**config.mk**
```make
export PLATFORM = sky130hd
export DESIGN_NAME = alu_control_seq
export DESIGN_NICKNAME = d
export VERILOG_FILES = /design/src/rtl/alu_pkg.sv /design/src/rtl/alu_op_decode.sv /design/src/rtl/alu_control_seq.sv
export SDC_FILE = /design/constraint.sdc
export NUM_CORES = 1
export LEC_CHECK = 0
export BUFFER_PORTS_ARGS = -buffer_cell sky130_fd_sc_hd__buf_2
export CAP_MARGIN = 20
export CORE_MARGIN = 4
export CORE_UTILIZATION = 42
export DETAILED_ROUTE_END_ITERATION = 10
export PLACE_DENSITY_LB_ADDON = 0.1
export SLEW_MARGIN = 10
export SYNTH_ARGS = -nofsm -noshare
export SYNTH_HDL_FRONTEND = slang
export SYNTH_SLANG_ARGS = --single-unit
```
**constraint.sdc**
```tcl
create_clock -name clk -period 2.7 [get_ports clk]
set_clock_uncertainty 0.15 [all_clocks]
set_input_delay 0 -clock clk [delete_from_list [all_inputs] [get_ports clk]]
set_output_delay 0 -clock clk [all_outputs]
set_load 0.01 [all_outputs]
```
**src/rtl/alu_pkg.sv**
```systemverilog
// Shared ALU control definitions: operation codes, ALUOp classes, Funct7 patterns
// and the M-op sequencer state encoding.
package alu_pkg;

  typedef enum logic [3:0] {
    OP_AND  = 4'b0000,
    OP_OR   = 4'b0001,
    OP_ADD  = 4'b0010,
    OP_SUB  = 4'b0011,
    OP_SLL  = 4'b0100,
    OP_SRL  = 4'b0101,
    OP_SRA  = 4'b0111,
    OP_BEQ  = 4'b1000,
    OP_XOR  = 4'b1001,
    OP_BNE  = 4'b1010,
    OP_SLT  = 4'b1100,
    OP_BGE  = 4'b1101,
    OP_SLTU = 4'b1110,
    OP_BGEU = 4'b1111
  } alu_op_e;

  localparam logic [1:0] ALUOP_MEM   = 2'b00;
  localparam logic [1:0] ALUOP_BR    = 2'b01;
  localparam logic [1:0] ALUOP_ARITH = 2'b10;
  localparam logic [1:0] ALUOP_JMP   = 2'b11;

  localparam logic [6:0] F7_BASE   = 7'b0000000;
  localparam logic [6:0] F7_ALT    = 7'b0100000;
  localparam logic [6:0] F7_MULDIV = 7'b0000001;

  typedef enum logic [1:0] {
    MD_IDLE     = 2'b00,
    MD_MUL_WAIT = 2'b01,
    MD_DIV_WAIT = 2'b10
  } md_state_e;

  // Funct3 to operation for the plain (Funct7 = 0000000) arithmetic group.
  function automatic alu_op_e base_op(input logic [2:0] f3);
    case (f3)
      3'b000:  return OP_ADD;
      3'b001:  return OP_SLL;
      3'b010:  return OP_SLT;
      3'b011:  return OP_SLTU;
      3'b100:  return OP_XOR;
      3'b101:  return OP_SRL;
      3'b110:  return OP_OR;
      default: return OP_AND;
    endcase
  endfunction

endpackage

```
**src/rtl/alu_op_decode.sv**
```systemverilog
// Combinational decode of ALUOp/Funct3/Funct7 into the ALU operation code,
// an unqualified illegal flag and an M-op indication.
module alu_op_decode
  import alu_pkg::*;
#(
  parameter bit ENABLE_M = 1'b1
) (
  input  logic [1:0] alu_op,
  input  logic       is_imm,
  input  logic [6:0] funct7,
  input  logic [2:0] funct3,
  output alu_op_e    op,
  output logic       illegal,
  output logic       is_mop
);

  alu_op_e op_raw;

  always_comb begin
    // NOTE: every output of this block gets a default first so no path can infer a latch.
    op_raw  = OP_AND;
    illegal = 1'b0;
    is_mop  = 1'b0;
    case (alu_op)
      ALUOP_MEM: op_raw = OP_ADD;
      ALUOP_JMP: op_raw = OP_AND;
      ALUOP_BR: begin
        case (funct3)
          3'b000:  op_raw = OP_BEQ;
          3'b001:  op_raw = OP_BNE;
          3'b100:  op_raw = OP_SLT;
          3'b101:  op_raw = OP_BGE;
          3'b110:  op_raw = OP_SLTU;
          3'b111:  op_raw = OP_BGEU;
          default: illegal = 1'b1;
        endcase
      end
      default: begin
        if (is_imm) begin
          // Immediate bits live in Funct7 except for the shift-amount forms.
          op_raw = base_op(funct3);
          if (funct3 == 3'b001 && funct7 != F7_BASE) illegal = 1'b1;
          if (funct3 == 3'b101) begin
            if (funct7 == F7_ALT)       op_raw  = OP_SRA;
            else if (funct7 != F7_BASE) illegal = 1'b1;
          end
        end else begin
          case (funct7)
            F7_BASE: op_raw = base_op(funct3);
            F7_ALT: begin
              if (funct3 == 3'b000)      op_raw  = OP_SUB;
              else if (funct3 == 3'b101) op_raw  = OP_SRA;
              else                       illegal = 1'b1;
            end
            F7_MULDIV: begin
              if (ENABLE_M) is_mop  = 1'b1;
              else          illegal = 1'b1;
            end
            default: illegal = 1'b1;
          endcase
        end
      end
    endcase
  end

  assign op = illegal ? OP_AND : op_raw;

endmodule

```
**src/rtl/alu_control_seq.sv**
```systemverilog
// EX-stage ALU control: combinational operation decode plus an FSM that issues
// RV32M ops to an external multi-cycle unit and stalls the pipeline until done.
module alu_control_seq
  import alu_pkg::*;
#(
  parameter bit ENABLE_M = 1'b1,
  parameter int MUL_LAT  = 3
) (
  input  logic       clk,
  input  logic       reset,
  input  logic       Valid,
  input  logic       Flush,
  input  logic [1:0] ALUOp,
  input  logic       IsImm,
  input  logic [6:0] Funct7,
  input  logic [2:0] Funct3,
  input  logic       MdDone,
  output logic [3:0] Operation,
  output logic       MdStart,
  output logic [2:0] MdFunct3,
  output logic       MdAbort,
  output logic       MdSel,
  output logic       Stall,
  output logic       Illegal
);

  localparam int CNT_W = $clog2(MUL_LAT + 1);

  alu_op_e          dec_op;
  logic             dec_illegal;
  logic             dec_mop;
  logic             mop;
  md_state_e        state, state_nxt;
  logic [CNT_W-1:0] cnt, cnt_nxt;

  alu_op_decode #(.ENABLE_M(ENABLE_M)) u_decode (
    .alu_op  (ALUOp),
    .is_imm  (IsImm),
    .funct7  (Funct7),
    .funct3  (Funct3),
    .op      (dec_op),
    .illegal (dec_illegal),
    .is_mop  (dec_mop)
  );

  assign Operation = dec_op;
  assign Illegal   = Valid & dec_illegal;
  assign mop       = Valid & dec_mop;
  assign MdFunct3  = mop ? Funct3 : 3'b000;

  always_ff @(posedge clk or posedge reset) begin
    // NOTE: state registers use non-blocking assignments so every flop samples pre-edge values.
    if (reset) begin
      state <= MD_IDLE;
      cnt   <= '0;
    end else begin
      state <= state_nxt;
      cnt   <= cnt_nxt;
    end
  end

  always_comb begin
    state_nxt = state;
    cnt_nxt   = cnt;
    MdStart   = 1'b0;
    MdAbort   = 1'b0;
    MdSel     = 1'b0;
    Stall     = 1'b0;
    case (state)
      MD_IDLE: begin
        if (mop && !Flush) begin
          MdStart = 1'b1;
          Stall   = 1'b1;
          if (!Funct3[2]) begin
            state_nxt = MD_MUL_WAIT;
            cnt_nxt   = CNT_W'(MUL_LAT - 1);
          end else begin
            state_nxt = MD_DIV_WAIT;
          end
        end
      end
      MD_MUL_WAIT: begin
        if (Flush) begin
          MdAbort   = 1'b1;
          state_nxt = MD_IDLE;
          cnt_nxt   = '0;
        end else if (cnt != '0) begin
          Stall   = 1'b1;
          cnt_nxt = cnt - CNT_W'(1);
        end else begin
          MdSel     = 1'b1;
          state_nxt = MD_IDLE;
        end
      end
      MD_DIV_WAIT: begin
        // Flush takes priority over a coincident MdDone.
        if (Flush) begin
          MdAbort   = 1'b1;
          state_nxt = MD_IDLE;
        end else if (MdDone) begin
          MdSel     = 1'b1;
          state_nxt = MD_IDLE;
        end else begin
          Stall = 1'b1;
        end
      end
      default: state_nxt = MD_IDLE;
    endcase
  end

endmodule

```
## Word-level counts from Yosys, hierarchy flattened

Cells that the tools add are included.
W data, S select, Z words.

- Flip-flop bits (word level): 4

- Reduce and logical (&&, ||, !) cells: 17
- Equality and inequality tests: 18
- Bitwise operators: 2
- Add/subtract/negate cells: 1
- Multiplexer cells: 50

Operator list:

| operator | number |
|---|---|
| $pmux W4 S7 | 1 |
| $pmux W4 S6 | 1 |
| $mux W1 | 23 |
| $mux W2 | 10 |
| $mux W4 | 5 |
| $eq A3 B3 Y1 const B | 4 |
| $pmux W4 S3 | 1 |
| $ne A3 B3 Y1 const B | 3 |
| $pmux W4 S2 | 1 |
| $eq A7 B1 Y1 const B | 1 |
| $eq A7 B6 Y1 const B | 1 |
| $logic_not A7 Y1 | 1 |
| $reduce_bool A7 Y1 | 1 |
| $eq A3 B2 Y1 const B | 2 |
| $mux W3 | 2 |
| $pmux W1 S2 | 3 |
| $pmux W2 S3 | 1 |
| $reduce_or A2 Y1 | 3 |
| $reduce_or A6 Y1 | 1 |
| $eq A2 B1 Y1 const B | 2 |
| $eq A2 B2 Y1 const B | 2 |
| $logic_not A2 Y1 | 2 |
| $ne A2 B2 Y1 const B | 2 |
| $pmux W2 S2 | 1 |
| other kinds (11) | 14 |

## Longest topological paths before layout

Gate-level depths: netlist of the first run.

- Word-level depth: 9
- Depth in mapped cells: 6
- Gate-level depth less buffers: 6

## Modules after synthesis

Synthesis of the first run repeated with hierarchy kept, for this count alone.

- Cells, all modules: 93
- Area, all modules: 753.2 µm²

Modules (own cells, without submodules):

| module | instances | area an instance (µm²) | sequential area each (µm²) | cells each |
|---|---|---|---|---|
| alu_op_decode | 1 | 379.1 | 0.0 | 51 |
| alu_control_seq | 1 | 374.1 | 100.1 | 42 |

## Worst setup path after synthesis of the first run

Ideal clock, no wire load.

- Path kind: register to register
- Start point: reg state[1]
- End point: reg state[0]
- Slack: 1043 ps
- Path buffers: 0
- Data required time: 2468 ps
- Arrival: 1424 ps
- Library setup time: 82 ps
- Cell stages (with the launch flop): 7
- Clock period less this slack: 1657 ps
- Cells stage by stage: dfrtp_1 inv_1 ha_1 nand2b_1 a21oi_1 or4b_1 o22ai_1

- Longest elaborated chain between the ends: 3

Ends and longest elaborated chain:

| element | line | text |
|---|---|---|
| from (decl) | alu_control_seq.sv:33 | `md_state_e state, state_nxt;` |
| from (signal assigned) | alu_control_seq.sv:57 | `state <= state_nxt;` |
| $eq A2 B1 Y1 (tied with other cells) | alu_control_seq.sv:69 | `case (state)` |
| $ne A3 B3 Y1 (no source line) or $ne A2 B2 Y1 (tied branches) | -- |  |
| $reduce_and A3 Y1 (no source line) | -- |  |

Several ways; a longest one is shown, not always the timed one.
A chain may end at the register's enable or synchronous reset.

## Worst setup path after layout of the first run

- Start point: in Funct3[2]
- End point: out Operation[0]

- Longest elaborated chain between the ends: 9

Ends and longest elaborated chain:

| element | line | text |
|---|---|---|
| from (decl) | alu_control_seq.sv:16 | `input logic [2:0] Funct3,` |
| $eq A3 B1 Y1 | alu_pkg.sv:39, alu_op_decode.sv:28, alu_op_decode.sv:42 |  |
| $logic_and A1 B1 Y1 | alu_op_decode.sv:42 | `if (funct3 == 3'b001 && funct7 != F7_BASE) illegal = 1'b1;` |
| $mux W1 | alu_op_decode.sv:42 |  |
| $mux W1 | alu_op_decode.sv:45 | `else if (funct7 != F7_BASE) illegal = 1'b1;` |
| $mux W1 | alu_op_decode.sv:44 | `if (funct7 == F7_ALT) op_raw = OP_SRA;` |
| $mux W1 | alu_op_decode.sv:43 | `if (funct3 == 3'b101) begin` |
| $mux W1 | alu_op_decode.sv:39 | `if (is_imm) begin` |
| $pmux W1 S2 | alu_op_decode.sv:24 | `case (alu_op)` |
| $mux W4 (*) | alu_op_decode.sv:66 | `assign op = illegal ? OP_AND : op_raw;` |
| to (decl) | alu_control_seq.sv:18 | `output logic [3:0] Operation,` |

Mark *: on every way between the ends. The rest lies on a longest branch, timed or not.

==> impl_metrics.yaml, run 1 <==
run_status:
  outcome: "completed"
min_path:
  holdCritPathClass: "in -> async"
setup_path:
  critPathCaptureType: "output pin"
  crit_fanout: 11
  cp.required_ns: 2.55
  crit_top_cell: "buf_2"
  crit_chain: "dlygate4sd3_1, buf_2, xor2_1, nor3b_1, a21oi_1, a211oi_1, buf_2"
  critPathSlowestCell: "dlygate4sd3_1"
  critical-path-max-stage-delay_ns: 0.53
  worstSetupPathType: "in -> out"
  critPathLaunchType: "primary input"
  cp.arrival_ns: 1.71
sta:
  slew-limit-headroom: 0.751
  fmax_mhz: 537
  fin_crit_ns: 1.86
  setup_viol: 0
  fin_crit_sh: 0.689
  finalHoldViolCount: 0
  finalMaxSlewViolations: 0
  rsz0062_at_grt: "false"
  max_slew.worst_pin.slew_ns: 0.371
  tns_ns: 0
final_layout:
  fillers: 185
  synthToLayoutAreaGrowth_pct: 28.4
  final_layout_size_suffix_gt1_frac: 0.325
  n_antenna_cell: 0
  final_nets: 151
  layout.cells.non_filler: 151
logic_synthesis:
  avgSynthCellArea_um2: 8.10
  post-synth-top-area-cell: "dfrtp_1"
  yosysTopAreaCellShare: 0.133
  synth-edff-count: 0
  synth_seq_cells: 4
  synthDistinctLibCells: 49
  async_flop_share: 1.00
  synth_area_leaders: "dfrtp_1 13%, ha_1 8.3%, and2_1 5.0%"
  yosys_most_used_dff: "dfrtp_1"
  yosysWarnings: 0
  syn_inst: 93
  synth_commonest_cells: "6 x a21oi_1, 6 x and2_1, 6 x inv_1"
  syn_area_um2: 753
  yosysSeqAreaShare: 0.133
  syn_nets: 116
place:
  dp.cells: 146
  dp_hpwl_um: 1620
  gp_congestion: 0.825
  io_buffer_count: 29
global_routing:
  antenna_found_initial: 0
  top_usage_layer: "met2"
  grt_pass1_vias: 721
  grt_start_max_net_pins: 12
  grt_pass1_wl_um: 3210
  met1_usage: 0.215
  met2_usage: 0.250
  grt_overflow: 0
  grtUsageMet3: 0.0415
  track_usage: 0.159
power:
  netSwitchingFraction: 0.353
  p_clk_frac: 0.269
  leakagePower_uw: 0.000449
  power.density_nw_per_um2: 274
  p_int_uw: 171
  switchingPower_uw: 93.4
  seqPwrFrac: 0.277
  combPwrFrac: 0.453
  peakVddDrop_mv: 0.271
route:
  route.antenna.remaining_nets: 0
  dr.pass1.iters: 4
  drc: 0
  viasPerCell: 5.58
  vias: 842
  wl_per_cell_um: 13.1
  wl_um: 1980
  drt_iter0_drc: 10
clock_network:
  cts-root-buf: "clkbuf_4"
  cts_tree: "done"
  cts_htree_levels: 1
  clk_transition_reported_paths_ns: 0.04
  clk_path_buf_depth: 2
  cts_made_buffers: 3
  cts.sinks: 4
  postCtsSetupRepairBufs: 0
  cts-resized-gates: 0
  worstSkewPairLatency_ns: 0.23
die:
  core-area_um2: 1710
  initial_utilization: 0.441
  die_w_um: 50.4
  ios: 30
  num_rows: 15
  die_area_um2: 2540
  die_y_um: 50.4
run:
  drv_cap: 0
-- cell families after synthesis --
kind of cell	synth area share
buffers and inverters	0.0365
AO/OA/AOI/OAI	0.262
AND/OR/NAND/NOR	0.445
flip-flops	0.133
XOR/XNOR	0.0116
adder cells (fa/ha/maj)	0.0831
multiplexers	0.0282
-- critical path, delay by kind of cell --
| family | cells | cell delay (ns) |
|---|---|---|
| and+or+nand+nor | 1 | 0.24 |
| xor gates and xnor gates | 1 | 0.17 |
| AOI/OAI and AO/OA | 2 | 0.40 |
| buffers and inverters | 3 | 0.88 |
-- state kept, by name (all words and copies together) (netlist names) --
| register | flops |
|---|---|
| state | 2 |
| cnt | 2 |
-- power by group through the flow --
stage	combinational, µW	sequential [µW]	clock, µW
final	120	73.4	71.3
after floorplan	72.4	73.0	0
after global placement	116	73.8	0
after CTS	120	73.5	76.0
after global routing	134	74.6	81.5
after detailed placement	118	74.3	0
-- layout make-up --
cell class              count  area, µm²  area share
clock buffers               3       22.5      0.0233
flip-flops and latches      4        100       0.103
repair buffers             31        165       0.171
well taps                  25       31.3      0.0323
multi-input cells          82        626       0.647
inverters                   6       22.5      0.0233
-- final timing paths --
check / startpoint / endpoint / slack [ns] / cells after the start
setup / recovery: Funct3[2] / Operation[0] / 0.84 / 7
hold / removal: reset / state[1]$_DFFE_PP0P_ / 0.05 / 3
setup reg to reg: state[1]$_DFFE_PP0P_ / state[0]$_DFFE_PP0P_ / 0.89 / 6
hold reg to reg: cnt[1]$_DFFE_PP0P_ / cnt[1]$_DFFE_PP0P_ / 0.34 / 1
max in group asynchronous: reset / cnt[0]$_DFFE_PP0P_ / 2.20 / 3
min in group clk: Flush / cnt[0]$_DFFE_PP0P_ / 0.05 / 3
-- through the flow --
stage | power [µW] | hold WS [ns] | cell area [µm²] | setup WS (ns) | util
after floorplan | 145 | -0.384 | 753 | 1.04 | -
after CTS | 270 | 0.0221 | 967 | 0.848 | 0.566
after global routing | 290 | 0.0405 | 967 | 0.726 | 0.566
after global placement | 190 | -0.270 | 925 | 0.965 | 0.541
after detailed placement | 192 | -0.265 | 925 | 0.902 | 0.541
final | 265 | 0.0462 | 967 | 0.839 | 0.566
-- cell usage in the layout (no fill, tap or decap), types with 3 or more instances in the layout --
master	Yosys	layout
a21oi_1	6	6
and2_1	6	6
and3_1	3	3
buf_2	1	29
clkbuf_4	0	3
dfrtp_1	4	4
ha_1	5	5
inv_1	6	6
nand2_1	4	4
nand2b_1	3	3
nand3_1	3	3
nor3_1	4	4
o21ai_0	3	3
-- metal layers --
metal	vias to the layer above	routed length, µm
li1	433	-
met1	384	972
met2	25	864
met3	0	138
met4	0	0
met5	-	0
-- what timing repair did --
item                                    4_1_cts  5_1_grt
hold buffers                                  2        0
endpoints found under the hold margin         5        0
endpoints found under the setup margin        0        0
Note: power is estimated with default switching activity, not from simulation.
==> run 2, diff against run 1 <==
Clock period 2.7 ns to 1.7 ns, I/O delays scaled along.
==> run 2 against run 1 <==
Sequential cell count unchanged. Count of clock-buffer cells in the layout did not move. Critical path type is now reg -> reg. Sequential share of layout area down 1.6 points. Via count is 7.6% higher. Non-clock buffer count up 11. Combinational power increased by 130%. Total power is 91% higher. Global-route usage up 1.4 points. Largest cell class unchanged.
==> impl_metrics.yaml, run 2 (synthesized netlist as in run 1, its figures left out) <==
power:
  peakVddDrop_mv: 0.365
  netSwitchingFraction: 0.354
  switchingPower_uw: 179
  p_clk_frac: 0.222
  leakagePower_uw: 0.000527
  seqPwrFrac: 0.236
  p_int_uw: 327
  power.density_nw_per_um2: 440
  p_total_uw: 506
  combPwrFrac: 0.542
global_routing:
  grt_pass1_wl_um: 3440
  track_usage: 0.173
  grt_start_max_net_pins: 12
  antenna_found_initial: 0
  grt_pass1_vias: 791
  grt_overflow: 0
final_layout:
  final_layout_size_suffix_gt1_frac: 0.496
  reg_top3: "cnt (2), state (2)"
  n_antenna_cell: 0
  fin_util: 0.673
  design_area_um2: 1150
  synthToLayoutAreaGrowth_pct: 52.7
  final_nets: 162
  layout_common_cells: "29 x buf_2, 10 x buf_4, 6 x and2_1"
  layout_commonest_cell: "buf_2"
clock_network:
  cts_made_buffers: 3
  clk_transition_reported_paths_ns: 0.04
  cts_tree: "done"
  cts.sinks: 4
  worstSkewPairLatency_ns: 0.23
  clk_path_buf_depth: 2
  cts_htree_levels: 1
  cts-root-buf: "clkbuf_4"
sta:
  hold_ws_ns: 0.0338
  finalHoldViolCount: 0
  setup_viol: 0
  slew-limit-headroom: 0.769
  tns_ns: 0
  max_slew.worst_pin.slew_ns: 0.344
  finalMaxSlewViolations: 0
  rsz0062_at_grt: "true"
  fin_crit_sh: 0.991
  fmax_mhz: 593
  fin_crit_ns: 1.69
route:
  drt-met1-wl_um: 1110
  vias: 906
  wl_per_cell_um: 14.8
  wl_um: 2390
  drt_iter0_drc: 17
  viasPerCell: 5.59
  route.antenna.remaining_nets: 0
  drc: 0
  dr.pass1.iters: 3
  dr_wl_met2_um: 1140
  dr.max_layer_used: "met4"
  wl_met3_um: 133
setup_path:
  critPathLaunchType: "flop"
  critPathTopFamily: "flip-flops"
  critical-path-max-stage-delay_ns: 0.38
  worstSetupPathType: "reg -> reg"
  critPathSlowestCell: "dfrtp_1"
  worstReg2RegStart: "state[1]$_DFFE_PP0P_"
  reg2reg_depth: 6
  regToRegEndpoint: "cnt[1]$_DFFE_PP0P_"
  cp.arrival_ns: 1.64
  critPathCaptureType: "flop"
  critPathBufInv: 1
  crit_fanout: 5
  crit_chain: "inv_2, ha_4, nand3b_1, o211ai_1, a21oi_2, mux2_4"
  reg2reg_setup_slack_ns: 0.01
  cp.required_ns: 1.66
min_path:
  hold_path_depth: 3
  holdCritPathClass: "in -> reg"
  holdCritStartpoint: "Flush"
  whs_endpoint: "cnt[0]$_DFFE_PP0P_"
place:
  place_area_um2: 962
  dp_hpwl_um: 1700
  io_buffer_count: 29
  gp_congestion: 0.779
run:
  drv_cap: 0
die:
  die_y_um: 50.4
  initial_utilization: 0.441
  die_area_um2: 2540
  core-area_um2: 1710
  die_w_um: 50.4
  ios: 30
  num_rows: 15
run_status:
  outcome: "completed"
run 2: cell types whose count changed in the layout (fill, tap and decap cells not counted), moves of 2 or more:
cell and delta:
inv_1 -2, ha_4 +3, nand2b_1 -2, a21oi_1 -3
o22ai_2 +2, buf_4 +10, ha_1 -4, a21oi_2 +2
nand2b_4 +2, inv_2 +2, o22ai_1 -2
run 2: timing repair:
| action | 4_1_cts | 5_1_grt |
|---|---|---|
| endpoints found under the setup margin | 4 | 9 |
| pin swaps | 0 | 10 |
| hold buffers | 2 | 0 |
| gates resized for setup | 5 | 17 |
| gates cloned | 0 | 0 |
| buffers inserted | 0 | 6 |
| endpoints found under the hold margin | 5 | 0 |
run 2: worst max-delay path by stage:
stage	start	endpoint	slack, ns	depth (start not counted)
global placement	state[0]$_DFFE_PP0P_	cnt[1]$_DFFE_PP0P_	-0.03	6
global route	state[1]$_DFFE_PP0P_	MdSel	-0.07	6
floorplan	state[1]$_DFFE_PP0P_	state[0]$_DFFE_PP0P_	0.04	6
CTS	state[0]$_DFFE_PP0P_	state[0]$_DFFE_PP0P_	-0.005	6
detailed placement	state[1]$_DFFE_PP0P_	state[0]$_DFFE_PP0P_	-0.06	6
finish	state[1]$_DFFE_PP0P_	cnt[1]$_DFFE_PP0P_	0.01	6
run 2: final cells by class:
type                       count  area, µm²
clock buffer                   3       22.5
fill                         152        558
inverter                       6       22.5
multi-input combinational     82        722
sequential                     4        100
tap                           25       31.3
timing repair buffer          42        251
run 2: per-layer routing:
metal / vias up / track usage
met1: 427 / 0.251
met4: 0 / 0.0538
met2: 21 / 0.265
met3: 2 / 0.0178
li1: 456 / -
met5: - / 0
run 2: tightest hold or removal path: stages:
cell,delay (ns)
buf_2,0.18
a2111o_1,0.13
o21ai_1,0.05
run 2: power by group through the flow:
stage,sequential [µW],combinational [µW],clock [µW]
2_1_floorplan,116,115,0
3_3_place_gp,116,197,0
3_5_place_dp,117,201,0
4_1_cts,117,209,118
5_1_grt,121,301,123
6_report,119,274,113
run 2: through the flow:
step	cells	setup slack, ns
after floorplan	93	0.0432
after global placement	151	-0.0338
after detailed placement	151	-0.0612
after CTS	156	-0.00471
after global routing	162	-0.0688
final	162	0.0145
==> run 3, diff against run 2 <==
==> constraint.sdc (replaced) <==
create_clock -name clk -period 1.7 [get_ports clk]
set_clock_uncertainty 0.15 [all_clocks]
set_input_delay 0.34 -clock clk [delete_from_list [all_inputs] [get_ports clk]]
set_output_delay 0.34 -clock clk [all_outputs]
set_load 0.01 [all_outputs]
==> run 3 against run 2 <==
Area after synthesis unchanged. Synthesized cell count unchanged. The flow now stops in global routing.
==> impl_metrics.yaml, run 3 <==
clock_network:
  cts_htree_levels: 1
  cts.sinks: 4
  cts_made_buffers: 3
  clk_path_buf_depth: 2
  cts-root-buf: "clkbuf_4"
die:
  initial_utilization: 0.441
  num_rows: 15
  ios: 30
  die_w_um: 50.4
  die_y_um: 50.4
logic_synthesis:
  syn_inst: 93
  yosysWarnings: 0
  synth_seq_cells: 4
  synth_fa_ha_area_frac: 0.0831
  post-synth-top-area-cell: "dfrtp_1"
  yosysTopAreaCellShare: 0.133
  yosys_most_used_dff: "dfrtp_1"
  synthDistinctLibCells: 49
  yosysSeqAreaShare: 0.133
  avgSynthCellArea_um2: 8.10
  async_flop_share: 1.00
  synth_top_family_by_area: "simple AND/OR/NAND/NOR gates"
  synth-xor-area-share: 0.0116
  synth_commonest_cells: "6 x a21oi_1, 6 x and2_1, 6 x inv_1"
  synthSimpleGateAreaFrac: 0.445
  synth_area_leaders: "dfrtp_1 13%, ha_1 8.3%, and2_1 5.0%"
  synthMuxAreaShare: 0.0282
  syn_area_um2: 753
  synth_compound_area_frac: 0.262
  synth-edff-count: 0
  syn_nets: 116
place:
  dp_hpwl_um: 1980
  dp.cells: 182
  gp_congestion: 0.874
  io_buffer_count: 29
run_status:
  error_message: "[ERROR DPL-0038] Utilization greater than 100%, impossible to legalize"
  outcome: "aborted with a tool error"
  stop_stage: "global routing"
sta:
  crit_endpoint: "Operation[1]"
  worst-ep-kind: "primary output"
global_routing:
  grt_start_max_net_pins: 8
run 3: cell counts after synthesis:
No cell type changed its count.
run 3: cells by family after synthesis:
kind of cell,count (synthesis)
and+or+nand+nor,45
muxes,2
adders and majority gates,5
DFF,4
AOI/OAI and AO/OA,29
xor gates and xnor gates,1
buffers and inverters,7
run 3: metrics by stage:
step                       util  instance area (µm²)  setup slack [ns]  hold slack, ns
after global placement    0.714                 1220            -0.474          0.0731
after CTS                 0.862                 1470            -0.494           0.380
after floorplan               -                  778            -0.234         -0.0439
after detailed placement  0.714                 1220            -0.512          0.0735
run 3: what timing repair did:
| action | in CTS |
|---|---|
| buffers inserted | 10 |
| endpoints found under the hold margin | 4 |
| hold buffers | 1 |
| setup endpoints to repair | 15 |
| gates resized for setup | 31 |
| pin swaps | 13 |
==> run 4, diff against run 3 <==
Settings changed: CORE_AREA set to 4 4 65 67, CORE_MARGIN 4 to not set, CORE_UTILIZATION 42 to not set, DIE_AREA set to 0 0 69 71, PLACE_DENSITY_LB_ADDON 0.1 to 0.15.
Clock period 1.7 ns to 2.2 ns, I/O delays scaled along.
==> run 4 against run 3 <==
The flow now finishes, with violations (setup timing).
==> impl_metrics.yaml, run 4 (synthesized netlist as in run 1, its figures left out) <==
setup_path:
  critPathLaunchType: "primary input"
  critPathCaptureType: "output pin"
  worstSetupPathType: "in -> out"
  reg2reg_depth: 6
  crit_fanout: 3
  cp.arrival_ns: 1.81
  worstReg2RegStart: "cnt[0]$_DFFE_PP0P_"
  regToRegEndpoint: "state[0]$_DFFE_PP0P_"
  cp.required_ns: 1.61
  reg2reg_setup_slack_ns: 0.39
sta:
  fin_crit_ns: 2.40
  finalHoldViolCount: 0
  setup_viol: 5
  finalMaxSlewViolations: 0
  fin_crit_sh: 1.09
  tns_ns: -0.653
  max_slew.worst_pin.slew_ns: 0.460
  slew-limit-headroom: 0.693
  fmax_mhz: 417
  postLayoutSetupSlackWorst_ns: -0.196
  rsz0062_at_grt: "true"
die:
  ios: 30
  die_y_um: 71
  die_w_um: 69
  num_rows: 22
  initial_utilization: 0.207
  core-area_um2: 3630
  die_area_um2: 4900
final_layout:
  n_antenna_cell: 0
  final_nets: 173
  layout_common_cells: "22 x buf_2, 20 x buf_4, 10 x buf_6"
  synthToLayoutAreaGrowth_pct: 81.7
  fin_util: 0.377
  fillers: 387
  reg_top3: "cnt (2), state (2)"
  final_layout_size_suffix_gt1_frac: 0.568
  layout_commonest_cell: "buf_2"
route:
  route.antenna.remaining_nets: 0
  dr_wl_met2_um: 1390
  vias: 939
  dr.max_layer_used: "met3"
  wl_um: 2680
  wl_met3_um: 92
  wl_per_cell_um: 13.6
  viasPerCell: 4.79
  dr.pass1.iters: 4
  drc: 0
  drt_iter0_drc: 18
  drt-met1-wl_um: 1190
clock_network:
  cts_htree_levels: 1
  clk_transition_reported_paths_ns: 0.03
  cts-root-buf: "clkbuf_8"
  cts_tree: "done"
  clk_path_buf_depth: 2
  worstSkewPairLatency_ns: 0.22
  cts.sinks: 4
  cts_made_buffers: 3
global_routing:
  grt_pass1_vias: 944
  grt_overflow: 0
  antenna_found_initial: 0
  grt_pass1_wl_um: 4130
  track_usage: 0.0991
  grt_start_max_net_pins: 10
power:
  leakagePower_uw: 0.000613
  peakVddDrop_mv: 0.138
  p_total_uw: 450
  power.density_nw_per_um2: 329
min_path:
  hold_path_depth: 1
  whs_endpoint: "cnt[1]$_DFFE_PP0P_"
  holdCritPathClass: "reg -> reg"
  holdCritStartpoint: "cnt[1]$_DFFE_PP0P_"
run_status:
  violations: "setup timing"
  outcome: "finished with violations"
place:
  gp_congestion: 0.865
  io_buffer_count: 29
  dp_hpwl_um: 2090
run:
  drv_cap: 0
## run 4: per-layer routing
layer | GRT usage | vias to the layer above
met5 | 0 | -
met4 | 0.0217 | 0
met3 | 0.0199 | 0
met2 | 0.181 | 16
met1 | 0.119 | 448
li1 | - | 475
## run 4: timing repair
action                                 in CTS  in global routing
endpoints found under the hold margin       4                  0
pin swaps                                  10                 16
buffers inserted                            3                  1
resized for setup                          14                 20
setup endpoints to repair                   6                  9
hold buffers                                1                  0
## run 4: per-stage QoR
stage | hold WS [ns] | instances | instance area, µm² | setup WS, ns
3_5_place_dp | 0.176 | 188 | 1110 | -0.234
5_1_grt | 0.358 | 196 | 1370 | -0.267
4_1_cts | 0.342 | 195 | 1270 | -0.201
3_3_place_gp | 0.170 | 188 | 1110 | -0.209
6_report | 0.338 | 196 | 1370 | -0.196
2_1_floorplan | 0.0561 | 93 | 769 | 0.0252
## run 4: layout make-up
class                      instances  area, µm²  area share
multi-input combinational         82        762       0.557
timing repair buffer              53        383       0.280
sequential                         4        100      0.0731
tap                               48       60.1      0.0439
clock buffer                       3       41.3      0.0302
inverter                           6       22.5      0.0165
## run 4: worst max path at each step
stage               startpoint           end  slack [ns]  cells after the start
detailed placement   Funct7[1]  Operation[2]       -0.23                      6
finish               Funct7[1]  Operation[0]       -0.20                      7
global route         Funct7[1]  Operation[0]       -0.27                      7
floorplan            Funct7[1]  Operation[3]        0.03                      4
global placement     Funct7[0]  Operation[2]       -0.21                      6
CTS                  Funct7[4]  Operation[2]       -0.20                      7
## run 4: critical path: stages
cell	delay, ns
buf_6	0.09
or3_4	0.42
buf_6	0.14
nor4b_4	0.24
o21ai_1	0.13
a211oi_2	0.19
buf_2	0.16
## run 4: power breakdown
part | switching [µW] | internal, µW | total, µW
clock | 35.6 | 116 | 152
sequential | 6.48 | 84.5 | 91.0
combinational | 105 | 102 | 207
total | 147 | 303 | 450
